`src/rtl/fact_req_ctrl.sv`:
```
// Request/response front end for the factorial accelerator: range-checks operands,
// drives the accelerator handshake and returns results. Optional watchdog: FACT_TIMEOUT_EN.
module fact_req_ctrl #(
    parameter int DATA_W  = 32,
    parameter int N_W     = 4,
    parameter int MAX_N   = 12,
    parameter int TIMEOUT = 64
) (
    input  logic              clk,
    input  logic              rst,
    input  logic              req_valid,
    output logic              req_ready,
    input  logic [N_W-1:0]    req_n,
    output logic              dp_go,
    output logic [N_W-1:0]    dp_n,
    input  logic              dp_done,
    input  logic [DATA_W-1:0] dp_result,
    output logic              rsp_valid,
    input  logic              rsp_ready,
    output logic [DATA_W-1:0] rsp_result,
    output logic              rsp_err,
    output logic              busy,
    output logic [7:0]        txn_cnt
);

    // state | meaning
    // IDLE  | ready for a request
    // ISSUE | one-cycle go pulse to the accelerator
    // WAIT  | waiting for the accelerator to finish
    // RESP  | response held until downstream accepts
    typedef enum logic [1:0] {IDLE, ISSUE, WAIT, RESP} state_t;

    localparam logic [N_W-1:0]    MAX_N_V = N_W'(MAX_N);
    localparam logic [N_W-1:0]    ONE_N   = N_W'(1);
    localparam logic [DATA_W-1:0] ONE_R   = DATA_W'(1);

    state_t         state;
    logic [N_W-1:0] n_q;

`ifdef FACT_TIMEOUT_EN
    localparam logic [7:0] WD_LAST = 8'(TIMEOUT - 1);
    logic [7:0] wd_q;
`endif

    assign dp_n = n_q;

    always_ff @(posedge clk) begin
        if (rst) begin
            state      <= IDLE;
            n_q        <= '0;
            req_ready  <= 1'b1;
            dp_go      <= 1'b0;
            rsp_valid  <= 1'b0;
            rsp_result <= '0;
            rsp_err    <= 1'b0;
            busy       <= 1'b0;
            txn_cnt    <= '0;
`ifdef FACT_TIMEOUT_EN
            wd_q       <= '0;
`endif
        end else begin
            case (state)
                IDLE: begin
                    if (req_valid) begin
                        n_q       <= req_n;
                        req_ready <= 1'b0;
                        busy      <= 1'b1;
                        if (req_n > MAX_N_V) begin
                            state      <= RESP;
                            rsp_valid  <= 1'b1;
                            rsp_result <= '0;
                            rsp_err    <= 1'b1;
                        end else if (req_n <= ONE_N) begin
                            state      <= RESP;
                            rsp_valid  <= 1'b1;
                            rsp_result <= ONE_R;
                            rsp_err    <= 1'b0;
                        end else begin
                            state <= ISSUE;
                            dp_go <= 1'b1;
                        end
                    end
                end
                ISSUE: begin
                    state <= WAIT;
                    dp_go <= 1'b0;
`ifdef FACT_TIMEOUT_EN
                    wd_q  <= '0;
`endif
                end
                WAIT: begin
                    // dp_done takes priority over an expiring watchdog
                    if (dp_done) begin
                        state      <= RESP;
                        rsp_valid  <= 1'b1;
                        rsp_result <= dp_result;
                        rsp_err    <= 1'b0;
                    end
`ifdef FACT_TIMEOUT_EN
                    else if (wd_q == WD_LAST) begin
                        state      <= RESP;
                        rsp_valid  <= 1'b1;
                        rsp_result <= '0;
                        rsp_err    <= 1'b1;
                    end else begin
                        wd_q <= wd_q + 8'd1;
                    end
`endif
                end
                RESP: begin
                    if (rsp_ready) begin
                        state     <= IDLE;
                        rsp_valid <= 1'b0;
                        req_ready <= 1'b1;
                        busy      <= 1'b0;
                        txn_cnt   <= txn_cnt + 8'd1;
                    end
                end
                default: begin
                    state     <= IDLE;
                    req_ready <= 1'b1;
                    dp_go     <= 1'b0;
                    rsp_valid <= 1'b0;
                    busy      <= 1'b0;
                end
            endcase
        end
    end

endmodule

```
`config.mk`:
```
export PLATFORM = sky130hd
export DESIGN_NAME = fact_req_ctrl
export DESIGN_NICKNAME = d
export VERILOG_FILES = /design/src/rtl/fact_req_ctrl.sv
export SDC_FILE = /design/constraint.sdc
export NUM_CORES = 1
export LEC_CHECK = 0
export CORE_AREA = 3 3 72 74
export DETAILED_ROUTE_END_ITERATION = 6
export DIE_AREA = 0 0 75 77
export PLACE_DENSITY = 0.83
export SLEW_MARGIN = 25
export SYNTH_ARGS = -nofsm -noshare
export SYNTH_HDL_FRONTEND = slang
export SYNTH_SLANG_ARGS = --single-unit
```
`constraint.sdc`:
```
create_clock -name clk -period 4.3 [get_ports clk]
set_input_delay 1.29 -clock clk [delete_from_list [all_inputs] [get_ports clk]]
set_output_delay 1.29 -clock clk [all_outputs]
set_load 0.01 [all_outputs]
```
==> results of run 1 <==
==> worst min path at each step <==
stage	from	to	slack (ps)	cells past startpoint
after detailed placement	rsp_result[8]$_SDFFE_PP0P_	rsp_result[8]$_SDFFE_PP0P_	450	1
after global placement	dp_n[0]$_SDFFE_PP0P_	dp_n[0]$_SDFFE_PP0P_	450	2
after floorplan	dp_n[0]$_SDFFE_PP0P_	dp_n[0]$_SDFFE_PP0P_	480	2
after CTS	dp_n[2]$_SDFFE_PP0P_	dp_n[2]$_SDFFE_PP0P_	470	2
after global routing	dp_n[2]$_SDFFE_PP0P_	dp_n[2]$_SDFFE_PP0P_	490	2
final	dp_n[2]$_SDFFE_PP0P_	dp_n[2]$_SDFFE_PP0P_	460	2
==> Yosys cell counts, types with 2 or more instances <==
cell type	instances
a21oi_1	12
a22o_1	30
a31oi_1	2
buf_2	2
buf_4	3
buf_6	3
dfxtp_1	51
ha_1	6
inv_1	6
nand2_1	11
nand3_1	13
nor2_1	13
nor2b_1	3
nor3_1	4
nor4_1	2
o21ai_0	4
o311ai_0	2
or3_1	2
xnor2_1	3
xor2_1	2
==> cell families after synthesis <==
group                      Yosys count  share of synthesized area, %
and+or+nand+nor                     57                         15.20
muxes                                1                        0.4902
xor gates and xnor gates             5                         2.145
adders and majority gates            6                         3.676
DFF                                 51                         50.00
AOI/OAI and AO/OA                   59                         22.98
buffers and inverters               19                         5.514
==> state kept, by name, indices dropped and copies added (netlist names) <==
name        count
rsp_err         1
txn_cnt         8
busy            1
req_ready       1
dp_n            4
rsp_valid       1
state           2
dp_go           1
rsp_result     32
==> report_power, final <==
group	internal (mW)	switching [mW]	total (mW)
Clock	0.171	0.148	0.319
Sequential	0.537	0.0431	0.580
Combinational	0.257	0.265	0.522
==> worst register-to-register path: cells and delay by family, from the launching register on <==
| family | cells | cell delay, ps |
|---|---|---|
| AND/OR/NAND/NOR | 1 | 340 |
| AO/OA/AOI/OAI | 3 | 1070 |
| buffers and inverters | 1 | 120 |
| flip-flops | 1 | 360 |
| adder cells (fa/ha/maj) | 1 | 440 |
==> area by class of cell <==
type / instances / area [um2] / area share (%)
Sequential cell: 51 / 1021 / 33.68
Multi-Input combinational cell: 128 / 908.4 / 29.96
Timing Repair Buffer: 91 / 905.9 / 29.88
Clock buffer: 6 / 72.57 / 2.394
Tap cell: 54 / 67.56 / 2.229
Clock inverter: 1 / 30.03 / 0.9905
Inverter: 7 / 26.28 / 0.8667
==> layer usage <==
metal	wire length (um)	vias to the layer above	GRT usage (%)	part of all wire (%)
met5	0	-	0	0
met4	25	0	4.804	0.49
met3	381	2	6.160	7.4
met2	2371	59	28.05	46
met1	2357	813	23.11	46
li1	-	896	-	-
==> stage by stage <==
stage / worst slack [ps] / utilization (%) / power, mW / area (um2)
finish: 1265 / 65.05 / 1.421 / 3032
global route: 1129 / 65.05 / 1.513 / 3032
CTS: 1264 / 65.05 / 1.431 / 3032
detailed placement: 958.5 / 62.85 / 1.113 / 2929
global placement: 994.9 / 62.85 / 1.101 / 2929
floorplan: 1907 / - / 0.9230 / 2042
==> results.txt, run 1 <==
Flops & latches, synth: 51
Rows: 25
Mapped Area: 2042 um2
Routed length per instance: 15.19 um
CP endpoint: rsp_result[1]$_SDFFE_PP0P_
Antenna viol nets, final: 0
Die ar.: 5775 um2
Clk slew on worst S/H paths: 90 ps
Max-slew violations: 0
First-pass detailed-route iteration total: 4
Inserted Clock Buffers: 5
CTS Hold Bufs: 0
I/O Buffers: 89
Crit path max-delay family: compound AO/OA/AOI/OAI gates
Fin Hold WS: 460.8 ps
CTS sink count: 51
Finished Layout Cells: 338
Startpoint types: input pin
Critical path, cell by cell: clkdlybuf4s50_1 -> o21ai_1 -> nand3_1 -> a31oi_4 -> a22o_2
Library cells used by synthesis: 44
Power per Cell Area: 468.6 nW/um2
Diodes inserted: 0
Critical path arrival: 3270 ps
Synth warn: 0
Fill count: 390
Final Skew: 12.57 ps
Rel. slew slack: 45.76%
Routed Wire Length: 5135 um
Initial antenna violation count: 0
Worst setup path class: input pin to register
CP bufs+invs: 1
Most common cell after layout, fill and taps aside: clkdlybuf4s50_1
F_max: 0.3295 GHz
PostCTS Resize Cnt: 0
Htree depth: 2
Hold WC Path Type: register to register
Minimum clock period: 3035 ps
FF-to-FF End: rsp_result[1]$_SDFFE_PP0P_
Status: finished, final reports clean
Gpl congestion: 0.7677
Crit share post-route: 70.58%
Critical Path Slowest Stage Cell: a31oi_4
Sequential fraction of the synthesis area: 50.00%
Share of cells above drive strength 1: 7.042%
Clk root buf: clkbuf_8
CP Max Fanout: 31
Largest net degree at the start of global routing: 32
Vias: 1770
Mean Syn Cell Area: 10.31 um2
Top cell type's share of synthesized area: 50.00%
HPWL Detailed: 3769 um
Maxcap violations: 0
Setup_tns: 0 ps
Crit path from: req_n[1]
# IOs: 90
Worst-Skew Late Latency: 300 ps
Area Overhead vs Synth: 48.47%
Initial Utilization: 43.81%
Via-per-instance ratio: 5.237
Clock buffer depth: 2
DRC: 0
Placed Instances: 331
CTS tree: built
Final setup viols: 0
Worst path required time: 4540 ps
First-pass GRT wire length: 8107 um
Total grt overflow: 0
R2R Setup Slk: 1900 ps
Syn Inst Count: 198
Critical path's largest stage delay: 730 ps
Largest cells by area after synthesis: dfxtp_1 (50%), a22o_1 (13%), ha_1 (3.7%)
Final net count: 331
Initial DRC Count: 41
FF-to-FF Start: state[0]$_SDFFE_PP0P_
GRT Total Usage: 17.90%
Critical path endpoint category: register
Post-synth ARST share: 0%
Number of global-route vias before repair: 1747
Commonest cells after routing, fill and taps aside: clkdlybuf4s50_1 (89), dfxtp_1 (51), a22o_1 (30)
RSZ-0062 raised after global routing: false
DIE HEIGHT: 77 um
Worst Tran Pin Value: 813.7 ps
Die width: 75 um
LEAKAGE: 1.112 nW
VDD IR max: 0.2455 mV
# Post-CTS Setup Buffers: 0
Syn nets: 245
Synth area leader: dfxtp_1
Dominant synthesized flop cell: dfxtp_1
EDFF count, synth: 0
CORE AREA: 4661 um2
Final hold violation count: 0
R2R depth: 6
Critical Path Stages: 5
Note: power is estimated with default switching activity, not from simulation.
==> run 2: changes to the inputs <==
--- a/config.mk
+++ b/config.mk
@@ -5,10 +5,10 @@
 export SDC_FILE = /design/constraint.sdc
 export NUM_CORES = 1
 export LEC_CHECK = 0
-export CORE_AREA = 3 3 72 74
+export CORE_AREA = 3 3 79 81
 export DETAILED_ROUTE_END_ITERATION = 6
-export DIE_AREA = 0 0 75 77
-export PLACE_DENSITY = 0.83
+export DIE_AREA = 0 0 82 84
+export PLACE_DENSITY = 0.73
 export SLEW_MARGIN = 25
 export SYNTH_ARGS = -nofsm -noshare
 export SYNTH_HDL_FRONTEND = slang
==> constraint.sdc (replaced) <==
create_clock -name clk -period 2.7 [get_ports clk]
set_input_delay 0.81 -clock clk [delete_from_list [all_inputs] [get_ports clk]]
set_output_delay 0.81 -clock clk [all_outputs]
set_load 0.01 [all_outputs]
==> results.txt, run 2 (synthesized netlist as in run 1, its figures left out) <==
Antenna viol nets, final: 0 (unchanged)
CP bufs+invs: 2 (+1)
Critical path arrival: 2430 ps (-840 ps)
Max reg flops: 32 (unchanged)
Inserted Clock Buffers: 5 (unchanged)
F_max: 0.4559 GHz
Gpl congestion: 0.7347 (-4.3%)
Area Overhead vs Synth: 53.37%
Die width: 82 um (+9.3%)
Critical path, cell by cell: clkdlybuf4s50_1 -> o21ai_1 -> nand3_1 -> a31oi_4 -> buf_12 -> a22o_1
Clk slew on worst S/H paths: 90 ps (about the same)
Pint: 1.662 mW (+72%)
I/O Buffers: 89 (unchanged)
LEAKAGE: 1.147 nW (+3.2%)
DRC: 0 (unchanged)
CTS sink count: 51 (unchanged)
# IOs: 90 (unchanged)
Total grt overflow: 0 (unchanged)
Clk root buf: clkbuf_8
Placed Instances: 352 (+6.3%)
Worst-Skew Late Latency: 300 ps (about the same)
Worst Tran Pin Value: 463.8 ps (-349.8 ps)
Final hold violation count: 0 (unchanged)
First-pass GRT wire length: 8245 um (+1.7%)
Maxcap violations: 0 (unchanged)
RSZ-0062 raised after global routing: false
CORE AREA: 5540 um2 (+19%)
Power per Cell Area: 763.5 nW/um2 (+63%)
Area occupied by multi-input gates: 908.4 um2 (unchanged)
Hold WC Path Type: register to register
Initial antenna violation count: 0 (unchanged)
Vias: 1809 (+2.2%)
Number of global-route vias before repair: 1779 (+1.8%)
VDD IR max: 0.4643 mV (+89%)
Finished Layout Cells: 360 (+6.5%)
Fill count: 483 (+24%)
Via-per-instance ratio: 5.025 (-4.0%)
Minimum clock period: 2193 ps
Clock buffer depth: 2 (unchanged)
First-pass detailed-route iteration total: 4 (unchanged)
HPWL Detailed: 3747 um (-0.59%)
Clk pwr share: 25.5% (+3.1 points)
Rel. slew slack: 69.08% (+23 points)
CTS Hold Bufs: 0 (unchanged)
Die ar.: 6888 um2 (+19%)
Largest net degree at the start of global routing: 32 (unchanged)
Share of cells above drive strength 1: 8.333% (+1.3 points)
Worst setup path class: input pin to register
Critical Path Slowest Stage Cell: clkdlybuf4s50_1
Combinational share of power: 36.0% (-0.7 points)
Initial Utilization: 36.86% (-7.0 points)
CTS tree: built
Critical path's largest stage delay: 520 ps (-210 ps)
DIE HEIGHT: 84 um (+9.1%)
Htree depth: 2 (unchanged)
Final Skew: 7.325 ps (-5.240 ps)
Diodes inserted: 0 (unchanged)
Routed Wire Length: 5069 um (-1.3%)
Final net count: 334 (+0.91%)
Register area: 1021 um2 (unchanged)
CP Max Fanout: 31 (unchanged)
Critical path endpoint category: register
Sw Pwr: 0.7293 mW (+60%)
Final setup viols: 0 (unchanged)
Rows: 27 (+8.0%)
Max-slew violations: 0 (unchanged)
Routed length per instance: 14.08 um (-7.3%)
# Post-CTS Setup Buffers: 0 (unchanged)
Setup_tns: 0 ps (unchanged)
PostCTS Resize Cnt: 0 (unchanged)
Status: finished, final reports clean
Most flop-heavy register: rsp_result
Initial DRC Count: 42 (+2.4%)
Switching part of the total: 30.50% (-1.6 points)
Crit path max-delay family: buffers and inverters
GRT Total Usage: 14.93% (-3.0 points)
Startpoint types: input pin
Seq pwr share: 38.5% (-2.3 points)
Commonest cells after routing, fill and taps aside: clkdlybuf4s50_1 (89), dfxtp_1 (51), a22o_1 (30)
Most common cell after layout, fill and taps aside: clkdlybuf4s50_1
Crit share post-route: 81.24%
Worst path required time: 2940 ps (-1600 ps)
-- run 2: power by group through the flow --
| stage | clock, mW | combinational (mW) | sequential [mW] |
|---|---|---|---|
| after global routing | 0.662 | 0.946 | 0.936 |
| after floorplan | 0 | 0.500 | 0.970 |
| after detailed placement | 0 | 0.865 | 0.937 |
| final | 0.611 | 0.860 | 0.920 |
| after global placement | 0 | 0.856 | 0.938 |
| after CTS | 0.636 | 0.868 | 0.921 |
-- run 2: worst paths after layout --
path                          from                     endpoint  slack, ps  cells past startpoint
max                       req_n[1]  rsp_result[18]$_SDFFE_PP0P_        510                      6
min           dp_n[3]$_SDFFE_PP0P_         dp_n[3]$_SDFFE_PP0P_        460                      2
max reg2reg  state[0]$_SDFFE_PP0P_  rsp_result[18]$_SDFFE_PP0P_        670                      7
min reg2reg   dp_n[3]$_SDFFE_PP0P_         dp_n[3]$_SDFFE_PP0P_        460                      2
-- run 2: worst register-to-register path, delay by kind of cell (launching register included) --
family | cells | cell delay, ps
and+or+nand+nor | 2 | 580
adders and majority gates | 1 | 370
AOI/OAI and AO/OA | 2 | 310
buffers and inverters | 2 | 320
DFF | 1 | 400
-- run 2: routing by layer --
metal / global-route usage (%) / up-vias / share of wire (%)
met1: 19.59 / 833 / 47
met4: 4.985 / 0 / 0.67
met5: 0 / - / 0
li1: - / 903 / -
met2: 23.14 / 69 / 44
met3: 4.320 / 4 / 8.5
-- run 2: area by class of cell --
| class | instances | area share (%) |
|---|---|---|
| Multi-Input combinational cell | 128 | 29.01 |
| Timing Repair Buffer | 94 | 30.44 |
| Inverter | 7 | 0.8390 |
| Sequential cell | 51 | 32.60 |
| Tap cell | 72 | 2.877 |
| Clock buffer | 6 | 2.317 |
| Clock inverter | 2 | 1.918 |
-- run 2: metrics by stage --
stage	total power, mW	instance area [um2]	setup WS (ps)	hold slack, ps	util [%]
detailed placement	1.802	2999	185.5	448.5	54.13
floorplan	1.470	2042	787.1	480.5	-
global route	2.544	3132	381.5	484.8	56.53
CTS	2.425	3132	507.6	461.7	56.53
global placement	1.794	2999	241.0	446.6	54.13
finish	2.391	3132	506.6	457.1	56.53
==> run 3: changes to the inputs <==
==> constraint.sdc (replaced) <==
create_clock -name clk -period 1.9 [get_ports clk]
set_input_delay 0.57 -clock clk [delete_from_list [all_inputs] [get_ports clk]]
set_output_delay 0.57 -clock clk [all_outputs]
set_load 0.01 [all_outputs]
==> results.txt, run 3 (synthesized netlist as in run 1, its figures left out) <==
Status: finished, final reports clean
Die ar.: 6888 um2 (unchanged)
I/O Buffers: 89 (unchanged)
Most flop-heavy register: rsp_result
VDD IR max: 0.5704 mV (+23%)
Register area: 1023 um2 (+0.24%)
Fill count: 461 (-4.6%)
Largest net degree at the start of global routing: 32 (unchanged)
Initial Utilization: 36.86% (unchanged)
Placed Instances: 375 (+6.5%)
Critical path arrival: 2150 ps (-280 ps)
# IOs: 90 (unchanged)
Antenna viol nets, final: 0 (unchanged)
CP Max Fanout: 15 (-52%)
Max-slew violations: 0 (unchanged)
Initial DRC Count: 75 (+79%)
Minimum clock period: 1895 ps
Fin Hold WS: 468.5 ps (+11.37 ps)
Initial antenna violation count: 0 (unchanged)
Area occupied by multi-input gates: 924.6 um2 (+1.8%)
DRC: 0 (unchanged)
Number of global-route vias before repair: 1832 (+3.0%)
CORE AREA: 5540 um2 (unchanged)
Worst path required time: 2150 ps (-790 ps)
Crit share post-route: 99.76%
Final worst slack: 4.614 ps (-502.0 ps)
CTS tree: built
Via-per-instance ratio: 4.951 (-1.5%)
Worst-Skew Late Latency: 300 ps (about the same)
Final setup viols: 0 (unchanged)
Commonest cells after routing, fill and taps aside: clkdlybuf4s50_1 (87), dfxtp_1 (49), a22o_1 (30)
LEAKAGE: 1.279 nW (+11%)
Clk root buf: clkbuf_8
Max reg flops: 32 (unchanged)
Maxcap violations: 0 (unchanged)
First-pass GRT wire length: 8714 um (+5.7%)
Design Power: 3.584 mW (+50%)
Most common cell after layout, fill and taps aside: clkdlybuf4s50_1
HPWL Detailed: 4208 um (+12%)
Diodes inserted: 0 (unchanged)
F_max: 0.5276 GHz
First-pass detailed-route iteration total: 4 (unchanged)
Worst Tran Pin Value: 371.6 ps (-92.25 ps)
Clock buffer depth: 2 (unchanged)
Critical path endpoint category: register
Setup_tns: 0 ps (unchanged)
Total grt overflow: 0 (unchanged)
Place WS: -454.1 ps (-639.6 ps)
Worst setup path class: input pin to register
GRT Total Usage: 15.90% (+0.97 points)
Final hold violation count: 0 (unchanged)
Vias: 1906 (+5.4%)
Routed length per instance: 14.63 um (+3.9%)
Htree depth: 2 (unchanged)
Final net count: 359 (+7.5%)
Finished Layout Cells: 385 (+6.9%)
Rel. slew slack: 75.12% (+6.0 points)
Routed Wire Length: 5633 um (+11%)
Startpoint types: input pin
Power per Cell Area: 1064 nW/um2 (+39%)
CTS sink count: 51 (unchanged)
Clk slew on worst S/H paths: 90 ps (about the same)
Gpl congestion: 0.8303 (+13%)
Area Overhead vs Synth: 65.01%
DIE HEIGHT: 84 um (unchanged)
Share of cells above drive strength 1: 17.25% (+8.9 points)
Hold WC Path Type: register to register
Inserted Clock Buffers: 5 (unchanged)
Rows: 27 (unchanged)
Final Skew: 4.894 ps (-2.432 ps)
Die width: 82 um (unchanged)
run 3: through the flow:
step	instance area, um2	utilization, %
after CTS	3328	60.07
after global routing	3369	60.82
after detailed placement	3209	57.93
after global placement	3209	57.93
after floorplan	2042	-
final	3369	60.82
run 3: timing repair:
item                                    CTS  global route
hold buffers                              0             0
hold endpoints to repair                  0             0
cloned                                    0             1
endpoints found under the setup margin   31            36
resized for setup                         3             6
pin swaps                                 1             2
buffers inserted                          1             0
run 3: cell type report:
cell class	instances	area share (%)
clock buffer	6	2.451
timing repair buffer	119	35.80
sequential	51	30.38
clock inverter	2	0.4827
multi-input combinational	128	27.44
inverter	7	0.7798
tap	72	2.674
run 3: routing by layer:
layer	up-vias	wire, um	track usage (%)
li1	953	-	-
met5	-	0	0
met4	0	68	5.438
met1	882	2609	20.76
met3	6	383	4.212
met2	65	2571	24.98
run 3: final timing paths:
check,end,slack [ps],start,cells past startpoint
max,rsp_result[19]$_SDFFE_PP0P_,5,req_valid,7
min,dp_n[2]$_SDFFE_PP0P_,470,dp_n[2]$_SDFFE_PP0P_,2
max reg2reg,rsp_result[19]$_SDFFE_PP0P_,120,state[0]$_SDFFE_PP0P_,8
min reg2reg,dp_n[2]$_SDFFE_PP0P_,470,dp_n[2]$_SDFFE_PP0P_,2
run 3: worst max-delay path: stages:
cell	delay, ps
clkdlybuf4s50_1	440
or2b_4	270
buf_4	150
o221a_2	150
a31oi_4	210
clkbuf_16	220
a22o_1	130
run 3: power breakdown:
group / switching [mW] / internal, mW / leakage (nW) / total [mW]
logic: 0.717 / 0.908 / 0.817 / 1.63
registers: 0.0846 / 1.22 / 0.415 / 1.30
clock network: 0.361 / 0.298 / 0.0474 / 0.659
total: 1.16 / 2.42 / 1.28 / 3.58
